==> config.mk <==
export PLATFORM = sky130hd
export DESIGN_NAME = io_sequencer
export DESIGN_NICKNAME = d
export VERILOG_FILES = /design/src/rtl/io_sequencer.sv
export SDC_FILE = /design/constraint.sdc
export NUM_CORES = 1
export LEC_CHECK = 0
export CORE_MARGIN = 2
export CORE_UTILIZATION = 44
export DETAILED_ROUTE_END_ITERATION = 8
export GPL_TIMING_DRIVEN = 0
export PLACE_DENSITY = 0.71
export SLEW_MARGIN = 20
export SYNTH_ARGS = -nofsm -noshare
export SYNTH_HDL_FRONTEND = slang
export SYNTH_SLANG_ARGS = --single-unit
==> constraint.sdc <==
create_clock -name clk -period 2.6 [get_ports clk]
set_input_delay 0.39 -clock clk [delete_from_list [all_inputs] [get_ports clk]]
set_output_delay 0.39 -clock clk [all_outputs]
set_load 0.01 [all_outputs]
==> src/rtl/io_sequencer.sv <==
// io_sequencer
// Front-end instruction sequencer. Debounces the execute button, latches the
// switch instruction word on each accepted press and steps through the
// DECODE / EXECUTE / WRITEBACK / DONE phases, one cycle each.
//
// Ports:
//   clk          system clock
//   rst          asynchronous active-high reset
//   btn_exec     raw execute button (asynchronous, bouncing)
//   sw_instr     instruction word: [15:12] op, [11:10] rd, [9:8] rs, [7:6] rt, [7:0] imm
//   Opcode       latched opcode
//   pst          phase code: 000 IDLE, 001 DECODE, 010 EXECUTE, 011 WRITEBACK, 100 DONE
//   rd_addr, rs_addr, rt_addr   latched register addresses
//   imm          latched immediate
//   wb_strobe    high only during WRITEBACK
//   busy         high whenever pst != 000
//   instr_count  instructions that reached DONE, wraps at 256
module io_sequencer #(
    parameter int DEBOUNCE_CYCLES = 1_000_000,
    parameter int CNT_W           = 20
) (
    input  logic        clk,
    input  logic        rst,
    input  logic        btn_exec,
    input  logic [15:0] sw_instr,
    output logic [3:0]  Opcode,
    output logic [2:0]  pst,
    output logic [1:0]  rd_addr,
    output logic [1:0]  rs_addr,
    output logic [1:0]  rt_addr,
    output logic [7:0]  imm,
    output logic        wb_strobe,
    output logic        busy,
    output logic [7:0]  instr_count
);

    localparam logic [CNT_W-1:0] CNT_LAST = CNT_W'(DEBOUNCE_CYCLES - 1);

    typedef enum logic [2:0] {
        ST_IDLE      = 3'b000,
        ST_DECODE    = 3'b001,
        ST_EXECUTE   = 3'b010,
        ST_WRITEBACK = 3'b011,
        ST_DONE      = 3'b100
    } state_t;

    logic [1:0]       sync_q;
    logic             db_q, db_d;
    logic [CNT_W-1:0] cnt_q, cnt_d;
    logic             btn_s;
    logic             press;

    state_t           state_q, state_d;
    logic             latch_en;
    logic             count_en;
    logic             wb_q, wb_d;
    logic             busy_q, busy_d;
    logic [3:0]       op_q;
    logic [1:0]       rd_q, rs_q, rt_q;
    logic [7:0]       imm_q;
    logic [7:0]       count_q;

    assign btn_s = sync_q[1];

    // Debouncer: the accepted level only follows btn_s after it has differed
    // for DEBOUNCE_CYCLES consecutive cycles.
    always_comb begin
        db_d  = db_q;
        cnt_d = cnt_q;
        if (btn_s == db_q) begin
            cnt_d = '0;
        end else if (cnt_q == CNT_LAST) begin
            db_d  = btn_s;
            cnt_d = '0;
        end else begin
            cnt_d = cnt_q + CNT_W'(1);
        end
    end

    // Rising edge of the debounced level; releases generate nothing.
    assign press = btn_s & ~db_q & (cnt_q == CNT_LAST);

    always_comb begin
        state_d  = state_q;
        latch_en = 1'b0;
        count_en = 1'b0;
        unique case (state_q)
            ST_IDLE: begin
                if (press) begin
                    latch_en = 1'b1;
                    state_d  = ST_DECODE;
                end
            end
            ST_DECODE:    state_d = ST_EXECUTE;
            ST_EXECUTE:   state_d = ST_WRITEBACK;
            ST_WRITEBACK: state_d = ST_DONE;
            ST_DONE: begin
                count_en = 1'b1;
                state_d  = ST_IDLE;
            end
            // Any other encoding recovers to IDLE.
            default:      state_d = ST_IDLE;
        endcase
        // Strobe and busy are registered from the next state so they line up
        // exactly with pst.
        wb_d   = (state_d == ST_WRITEBACK);
        busy_d = (state_d != ST_IDLE);
    end

    always_ff @(posedge clk or posedge rst) begin
        if (rst) begin
            sync_q  <= '0;
            db_q    <= 1'b0;
            cnt_q   <= '0;
            state_q <= ST_IDLE;
            wb_q    <= 1'b0;
            busy_q  <= 1'b0;
            op_q    <= '0;
            rd_q    <= '0;
            rs_q    <= '0;
            rt_q    <= '0;
            imm_q   <= '0;
            count_q <= '0;
        end else begin
            sync_q  <= {sync_q[0], btn_exec};
            db_q    <= db_d;
            cnt_q   <= cnt_d;
            state_q <= state_d;
            wb_q    <= wb_d;
            busy_q  <= busy_d;
            if (latch_en) begin
                op_q  <= sw_instr[15:12];
                rd_q  <= sw_instr[11:10];
                rs_q  <= sw_instr[9:8];
                rt_q  <= sw_instr[7:6];
                imm_q <= sw_instr[7:0];
            end
            if (count_en) begin
                count_q <= count_q + 8'd1;
            end
        end
    end

    assign Opcode      = op_q;
    assign pst         = state_q;
    assign rd_addr     = rd_q;
    assign rs_addr     = rs_q;
    assign rt_addr     = rt_q;
    assign imm         = imm_q;
    assign wb_strobe   = wb_q;
    assign busy        = busy_q;
    assign instr_count = count_q;

endmodule

# Yosys cells after proc, flatten, opt, wreduce, memory -nomap -nowiden
# Index checks and enable logic that the tools add are counted.
[classes]
addsub = 2
eq_ne = 7
muxes = 7
bitwise_logic = 4
reduce_logical = 3
[ops]
columns = ["op", "n"]
rows = [
  ["$mux 20", 2],
  ["$add 20x1->20 const B", 1],
  ["$eq 20x20->1 const B", 1],
  ["$pmux 3 s4", 1],
  ["$eq 3x2->1 const B", 3],
  ["$add 8x1->8 const B", 1],
  ["$eq 3x1->1 const B", 1],
  ["$eq 3x3->1 const B", 1],
  ["$logic_not 3->1", 1],
  ["$mux 1", 3],
  ["$mux 3", 1],
  ["$reduce_bool 3->1", 1],
  ["$and 1x1->1", 2],
  ["$not 1->1", 2],
  ["$reduce_and 2->1", 1],
  ["$eq 1x1->1", 1],
]
[word_totals]
ff_bits = 54
input_bits = 19
out_inout_bits = 31
wordCells = 35

# Depth between registers and ports, before layout
# Gate-level depths: netlist of run 1.
[logic_depth]
word_depth = 6
depth_mapped = 6
ltp_nobuf = 5

# Worst setup path before layout of run 1
# No wires, ideal clock.
[synth_path]
kind = "reg2reg"
startpoint = "reg cnt_q[0]"
endpoint = "reg imm_q[0] (netlist: imm[0])"
setup_ps = 125
arrival_ps = 2074
t_required_ps = 2475
setup_slack_ps = 401
stages_incl_launch_ff = 7
path_buffers = 1
synth_period_minus_slack_ps = 2199
path_cell_list = "dfrtp_1 > ha_1 > inv_1 > or4_4 > nor3_4 > buf_12 > mux2_4"
[synth_via]
elab_chain_len = 4
[synth_rtl]
columns = ["item", "line", "rtl"]
rows = [
  ["start: declaration", "49", "logic [CNT_W-1:0] cnt_q, cnt_d;"],
  ["start signal: assignment", "127", "cnt_q <= cnt_d;"],
  ["$eq 20x20->1", "81", "assign press = btn_s & ~db_q & (cnt_q == CNT_LAST);"],
  ["$and 1x1->1", "81", ""],
  ["$mux 1", "89", "if (press) begin"],
  ["$mux 1", "87", "unique case (state_q)"],
  ["end signal: assignment", "136", "imm_q <= sw_instr[7:0];"],
  ["end: declaration", "60", "logic [7:0] imm_q;"],
]
# Every way passes these cells.
# A chain may end at the register's enable or synchronous reset.

# Final worst setup path of run 1
[layout_path]
startpoint = "reg cnt_q[0]"
endpoint = "reg imm_q[5] (netlist: imm[5])"
# Same word-level chain as after synthesis.

==> results of run 1 <==
## kinds of logic after synthesis
kind of cell,count (synthesis),synth area share [%]
AO/OA/AOI/OAI,18,4.48
buffers and inverters,14,3.33
AND/OR/NAND/NOR,65,16.8
adder cells (fa/ha/maj),3,1.64
XOR/XNOR,18,6.88
multiplexers,18,10.2
flip-flops,52,56.8
## worst register-to-register path: stages, from the launching register on
cell and delay, ps:
dfrtp_1 420, ha_1 250, inv_1 80, or4_4 570, nor3_4 460, buf_12 210, mux2_4 300
## worst paths after layout
path / from / end / slack, ps / cells after the start
max in group asynchronous: rst / cnt_q[18]$_DFF_PP0_ / 1590 / 3
min reg2reg: sync_q[0]$_DFF_PP0_ / sync_q[1]$_DFF_PP0_ / 360 / 0
min: sync_q[0]$_DFF_PP0_ / sync_q[1]$_DFF_PP0_ / 360 / 0
max: cnt_q[0]$_DFF_PP0_ / imm[5]$_DFFE_PP0P_ / 200 / 6
max reg2reg: cnt_q[0]$_DFF_PP0_ / imm[5]$_DFFE_PP0P_ / 200 / 6
min in group asynchronous: rst / imm[0]$_DFFE_PP0P_ / 490 / 2
## cell usage after synthesis, types with 4 or more instances
cell	number
a21oi_1	8
clkbuf_1	4
dfrtp_1	52
inv_1	7
mux2_2	10
mux2_4	8
nand2_1	8
nand3_1	9
nor2_1	17
o21ai_0	5
or3_1	5
or4_1	4
xnor2_1	12
xor2_1	6
## registers in the layout, indices dropped and copies added (netlist names)
| signal | count |
|---|---|
| cnt_q | 20 |
| instr_count | 8 |
| imm | 6 |
| Opcode | 4 |
| pst | 3 |
| rd_addr | 2 |
| rs_addr | 2 |
| rt_addr | 2 |
| sync_q | 2 |
| busy | 1 |
| db_q | 1 |
| wb_strobe | 1 |
## final cells by class
| type | count | area (um^2) |
|---|---|---|
| clock inverter | 2 | 10.0 |
| fill | 449 | 2090 |
| timing repair buffer | 50 | 510 |
| clock buffer | 6 | 82.6 |
| multi-input combinational | 122 | 915 |
| sequential | 52 | 1300 |
| buffer | 7 | 50.0 |
| tap | 70 | 87.6 |
| inverter | 7 | 26.3 |
## through the flow
step	setup TNS, ps	std cells
final	0	316
after global routing	0	316
after CTS	0	316
after detailed placement	0	308
after global placement	-392	307
after floorplan	0	188
## where the power goes
part           internal (mW)  switching, mW
sequential             0.813        0.00554
combinational         0.0325         0.0297
clock                  0.213          0.244
## per-layer routing
layer / vias to the layer above / wire, um
met3: 4 / 161
met4: 0 / 21
met5: - / 0
met2: 37 / 1960
met1: 757 / 1910
li1: 763 / -
==> results_dict.tcl, run 1 <==
set metrics [dict create \
    finalHoldWorstSlack_ps 356 \
    final_common_cell "dfrtp_1" \
    dieHeight_um 76.2 \
    drive_gt1_share_pct 15.4 \
    clk_transition_reported_paths_ps 90 \
    syn_avg_cell_area_um2 12.2 \
    post_cts_resized 0 \
    h-tree-depth 2 \
    cts_buffer_depth 2 \
    endpoint_kind "register" \
    yosysWarningCount 0 \
    timing.setup.critical_path_class "reg -> reg" \
    worstPathRequired_ps 2780 \
    ant_nets 0 \
    maxCapViolations 0 \
    die_area_mm2 0.00580 \
    rsz0062_at_grt "false" \
    post-route-cell-area_mm2 0.00298 \
    dp_slack_ps 163 \
    antennaDiodeCount 0 \
    critPathArrivalTime_ps 2580 \
    placement.io_buffers 49 \
    status "complete, no violations" \
    power-per-cell-area_mw_per_mm2 449 \
    final_hold_viol_count 0 \
    fp.coreArea_mm2 0.00507 \
    postLayoutCoreUtil_pct 58.8 \
    synth.net_count 210 \
    wirelength_mm 4.05 \
    grt_max_degree 28 \
    detailedRoute.firstIterationViolations 78 \
    grt_pass1_wl_mm 7.30 \
    yosys_most_used_dff "dfrtp_1" \
    cts_hold_buffers 0 \
    synth-edff-count 0 \
    cp_slowest_cell "or4_4" \
    global_routing_usage_on_met3_pct 3.32 \
    timing.fmax_mhz 417 \
    synthDistinctLibCells 35 \
    postSynthCellCount 188 \
    power_leakage_nw 1.30 \
    max-slew-margin-rel_pct 56.1 \
    drt_drc_violations_left 0 \
    yosys.area.top_type "dfrtp_1" \
    wl_per_cell_um 12.8 \
    detail_route.first_pass.iterations 4 \
    setup-violations-final 0 \
    ctsRootBufferMaster "clkbuf_8" \
    number_of_buffers_inserted_by_post_cts_setup_repair 0 \
    timing.final.ws_setup_ps 205 \
    final_net_count 267 \
    grt_antenna_before_repair 0 \
    power.ir.vdd_worst_mv 0.346 \
    timing_max_transition_violations_final 0 \
    cpPeakStageDelay_ps 570 \
    worstSetupStartpointType "register" \
    layout_min_cycle_time_ps 2400 \
    area_overhead_vs_synth_pct 30.1 \
    finClkSkew_ps 2.78 \
    synth.area.top_cells "dfrtp_1 57%, mux2_4 5.2%, mux2_2 4.9%, xnor2_1 4.6%, nor2_1 2.8%" \
    ys_seq_elements 52 \
    crit_chain "ha_1 -> inv_1 -> or4_4 -> nor3_4 -> buf_12 -> mux2_4" \
    dp_hpwl_mm 2.96 \
    detailroute.via_count 1561 \
    clock_latency_on_the_worst_skew_pair_ps 290 \
    critPathTopFamily "simple AND/OR/NAND/NOR gates" \
    total_power_mw 1.34 \
    global_route.usage.total_pct 15.3 \
    final_cell_mix "52 x dfrtp_1, 49 x clkdlybuf4s50_1, 17 x nor2_1" \
    design.portCount 50 \
    synth_top_area_share_pct 56.8 \
    critPathMaxFanout 10 \
    die_width_um 76.2 \
    tritoncts "done" \
    row_count 26 \
    netlist_area_mm2 0.00229 \
    worst-slew-pin-transition_ps 656 \
    met2_usage_pct 25.1 \
    grt_util_met1_pct 21.1 \
    fin_crit_sh_pct 92.1 \
    layer_carrying_the_most_global_route_usage "met2" \
    hold_path.class "reg -> reg" \
    synth-async-reset-ratio_pct 100 \
    timing.critical_path.buf_inv 2 \
    last_weighted_congestion_value_of_the_routability_driven_placer 0.761 \
    seq_area_frac_synth_pct 56.8 \
    grt-ovfl-total 0 \
    placed_cell_area_mm2 0.00289 \
    total_clock_buffers_created_by_cts 5 \
    cts.sinks 52 \
    via_per_inst 4.94 \
    grt_pass1_vias 1589 \
    initial_utilization_pct 45.2 \
]
(Power assumes the default switching activity.)
==> inputs of run 2 (changes only) <==
--- a/config.mk
+++ b/config.mk
@@ -10,6 +10,7 @@
 export DETAILED_ROUTE_END_ITERATION = 8
 export GPL_TIMING_DRIVEN = 0
 export PLACE_DENSITY = 0.71
+export SKIP_CTS_REPAIR_TIMING = 1
 export SLEW_MARGIN = 20
 export SYNTH_ARGS = -nofsm -noshare
 export SYNTH_HDL_FRONTEND = slang
==> results of run 2 <==
Same layout as run 1: the final DEF is identical, and so are final timing and power.
==> inputs of run 3 (changes only) <==
--- a/config.mk
+++ b/config.mk
@@ -5,12 +5,14 @@
 export SDC_FILE = /design/constraint.sdc
 export NUM_CORES = 1
 export LEC_CHECK = 0
+export ABC_AREA = 1
 export CORE_MARGIN = 2
 export CORE_UTILIZATION = 44
 export DETAILED_ROUTE_END_ITERATION = 8
 export GPL_TIMING_DRIVEN = 0
-export PLACE_DENSITY = 0.71
+export PLACE_DENSITY = 0.7
 export SKIP_CTS_REPAIR_TIMING = 1
+export SKIP_LAST_GASP = 1
 export SLEW_MARGIN = 20
 export SYNTH_ARGS = -nofsm -noshare
 export SYNTH_HDL_FRONTEND = slang
==> run 3 against run 2 <==
Effect of this change: synthesized cell count grew 53%; routed wire length grew 17%; die area grew 6.4%; clock power grew 13%; critical endpoint is now cnt_q[17]$_DFF_PP0_; area after synthesis grew 6.8%.
==> results_dict.tcl, run 3 <==
set metrics [dict create \
    yosys_most_used_dff "dfrtp_1" \
    timing_max_transition_violations_final 0 \
    critPathArrivalTime_ps 1980 \
    last_weighted_congestion_value_of_the_routability_driven_placer 0.856 \
    maxCapViolations 0 \
    cts.sinks 52 \
    ctsRootBufferMaster "clkbuf_8" \
    setup-violations-final 0 \
    max-slew-margin-rel_pct 65.6 \
    grt-ovfl-total 0 \
    netlist_area_mm2 0.00245 \
    drive_gt1_share_pct 6.41 \
    placed_cell_area_mm2 0.00305 \
    dp_hpwl_mm 3.59 \
    clk_transition_reported_paths_ps 90 \
    seq_area_frac_synth_pct 53.2 \
    tritoncts "done" \
    detailroute.via_count 1961 \
    power.ir.vdd_worst_mv 0.258 \
    finalHoldWorstSlack_ps 352 \
    synth-edff-count 0 \
    finClkSkew_ps 6.56 \
    yosysWarningCount 0 \
    layout_min_cycle_time_ps 1800 \
    fin_setup_tns_ps 0 \
    postLayoutCoreUtil_pct 57.9 \
    via_per_inst 4.73 \
    power_leakage_nw 1.45 \
    ys_seq_elements 52 \
    synthDistinctLibCells 23 \
    yosys-top-cells-count "72 x nand2_1, 52 x dfrtp_1, 50 x nor2_1" \
    design.portCount 50 \
    largest_reg_flops 20 \
    yosys.area.top_type "dfrtp_1" \
    placement.io_buffers 49 \
    clock_latency_on_the_worst_skew_pair_ps 290 \
    drt_drc_violations_left 0 \
    detailedRoute.firstIterationViolations 100 \
    timing.fmax_mhz 557 \
    hold_path.class "reg -> reg" \
    fin_crit_sh_pct 69.1 \
    status "complete, no violations" \
    postSynthCellCount 287 \
    yosysMostFrequentCell "nand2_1" \
    power-per-cell-area_mw_per_mm2 445 \
    place_inst 409 \
    post-route-cell-area_mm2 0.00315 \
    final_hold_viol_count 0 \
    largest-register "cnt_q" \
    final_net_count 366 \
    number_of_standard_cells_in_the_layout_taps_in_and_fillers_out 415 \
    dp_slack_ps 785 \
    synth.area.top_cells "dfrtp_1 53%, nand2_1 11%, nor2_1 7.7%, nand4_1 4.6%, inv_1 4.4%" \
    synth_top_area_share_pct 53.2 \
    dieHeight_um 78.6 \
    timing.final.ws_setup_ps 805 \
    total_power_mw 1.40 \
    grt_pass1_wl_mm 8.25 \
    synth-async-reset-ratio_pct 100 \
    initial_utilization_pct 45.0 \
    detail_route.first_pass.iterations 4 \
    total_clock_buffers_created_by_cts 5 \
    timing.setup.critical_path_class "reg -> reg" \
    worstPathRequired_ps 2780 \
    wirelength_mm 4.72 \
    synth.net_count 309 \
    grt_max_degree 30 \
    cts_buffer_depth 2 \
    grt_pass1_vias 1841 \
    ant_nets 0 \
    critPathMaxFanout 10 \
    final_cell_mix "72 x nand2_1, 52 x dfrtp_1, 50 x nor2_1" \
    antennaDiodeCount 0 \
    fp.coreArea_mm2 0.00544 \
    final_common_cell "nand2_1" \
    worst-slew-pin-transition_ps 516 \
    area_overhead_vs_synth_pct 28.6 \
    row_count 27 \
    die_area_mm2 0.00617 \
    grt_antenna_before_repair 0 \
    worstSetupStartpointType "register" \
    endpoint_kind "register" \
    wl_per_cell_um 11.4 \
    h-tree-depth 2 \
    ff2ff_setup_slack_ps 800 \
    syn_avg_cell_area_um2 8.53 \
    rsz0062_at_grt "false" \
    global_route.usage.total_pct 16.7 \
    die_width_um 78.6 \
]
==> run 3: cell count changes after synthesis, sizes merged, moves of 9 or more <==
cell / change
nor2: +35
nand4: +15
inv: +23
nand3: +9
mux2: -17
nand2: +66
==> run 3: final cells by class <==
cell class / instances / area [um^2]
multi-input combinational: 197 / 978
clock inverter: 1 / 30.0
tap: 72 / 90.1
sequential: 52 / 1300
fill: 490 / 2290
buffer: 8 / 55.1
clock buffer: 5 / 68.8
inverter: 30 / 113
timing repair buffer: 50 / 510
==> run 3: critical path: stages (launching register included) <==
cell and delay, ps:
dfrtp_1 390, ha_1 200, nand2_2 90, nor3_4 430, nand3_1 150, nand2_2 180
inv_1 130, nand2_1 80, nor2_1 40
==> run 3: power by group <==
part           switching [mW]  total (mW)  internal (mW)
Sequential            0.00388       0.817          0.813
Clock                   0.241       0.517          0.277
Combinational          0.0341      0.0664         0.0323
Total                   0.279        1.40           1.12
==> run 3: logic make-up after synthesis <==
family	count (synthesis)	share of synthesized area, %
buf+inv	38	6.85
fa+ha+maj	3	1.53
mux	1	0.460
compound gates	6	1.23
xor+xnor	17	6.08
simple gates	170	30.7
flops	52	53.2
==> run 3: path summary, 6_finish.rpt <==
| kind | from | end | depth (start not counted) |
|---|---|---|---|
| worst max-delay path | cnt_q[0]$_DFF_PP0_ | cnt_q[17]$_DFF_PP0_ | 8 |
| max in group asynchronous | rst | cnt_q[18]$_DFF_PP0_ | 3 |
| worst max register to register | cnt_q[0]$_DFF_PP0_ | cnt_q[17]$_DFF_PP0_ | 8 |
| worst min register to register | sync_q[0]$_DFF_PP0_ | sync_q[1]$_DFF_PP0_ | 0 |
| min in group asynchronous | rst | pst[0]$_DFF_PP0_ | 2 |
| worst min-delay path | sync_q[0]$_DFF_PP0_ | sync_q[1]$_DFF_PP0_ | 0 |
==> run 3: metal layers <==
layer  track usage (%)  vias to the layer above  part of all wire, %
li1                  -                     1017                    -
met1              22.9                      906                   47
met2              27.4                       32                   49
met3              2.87                        6                  3.0
met4              4.39                        0                  1.1
met5                 0                        -                    0
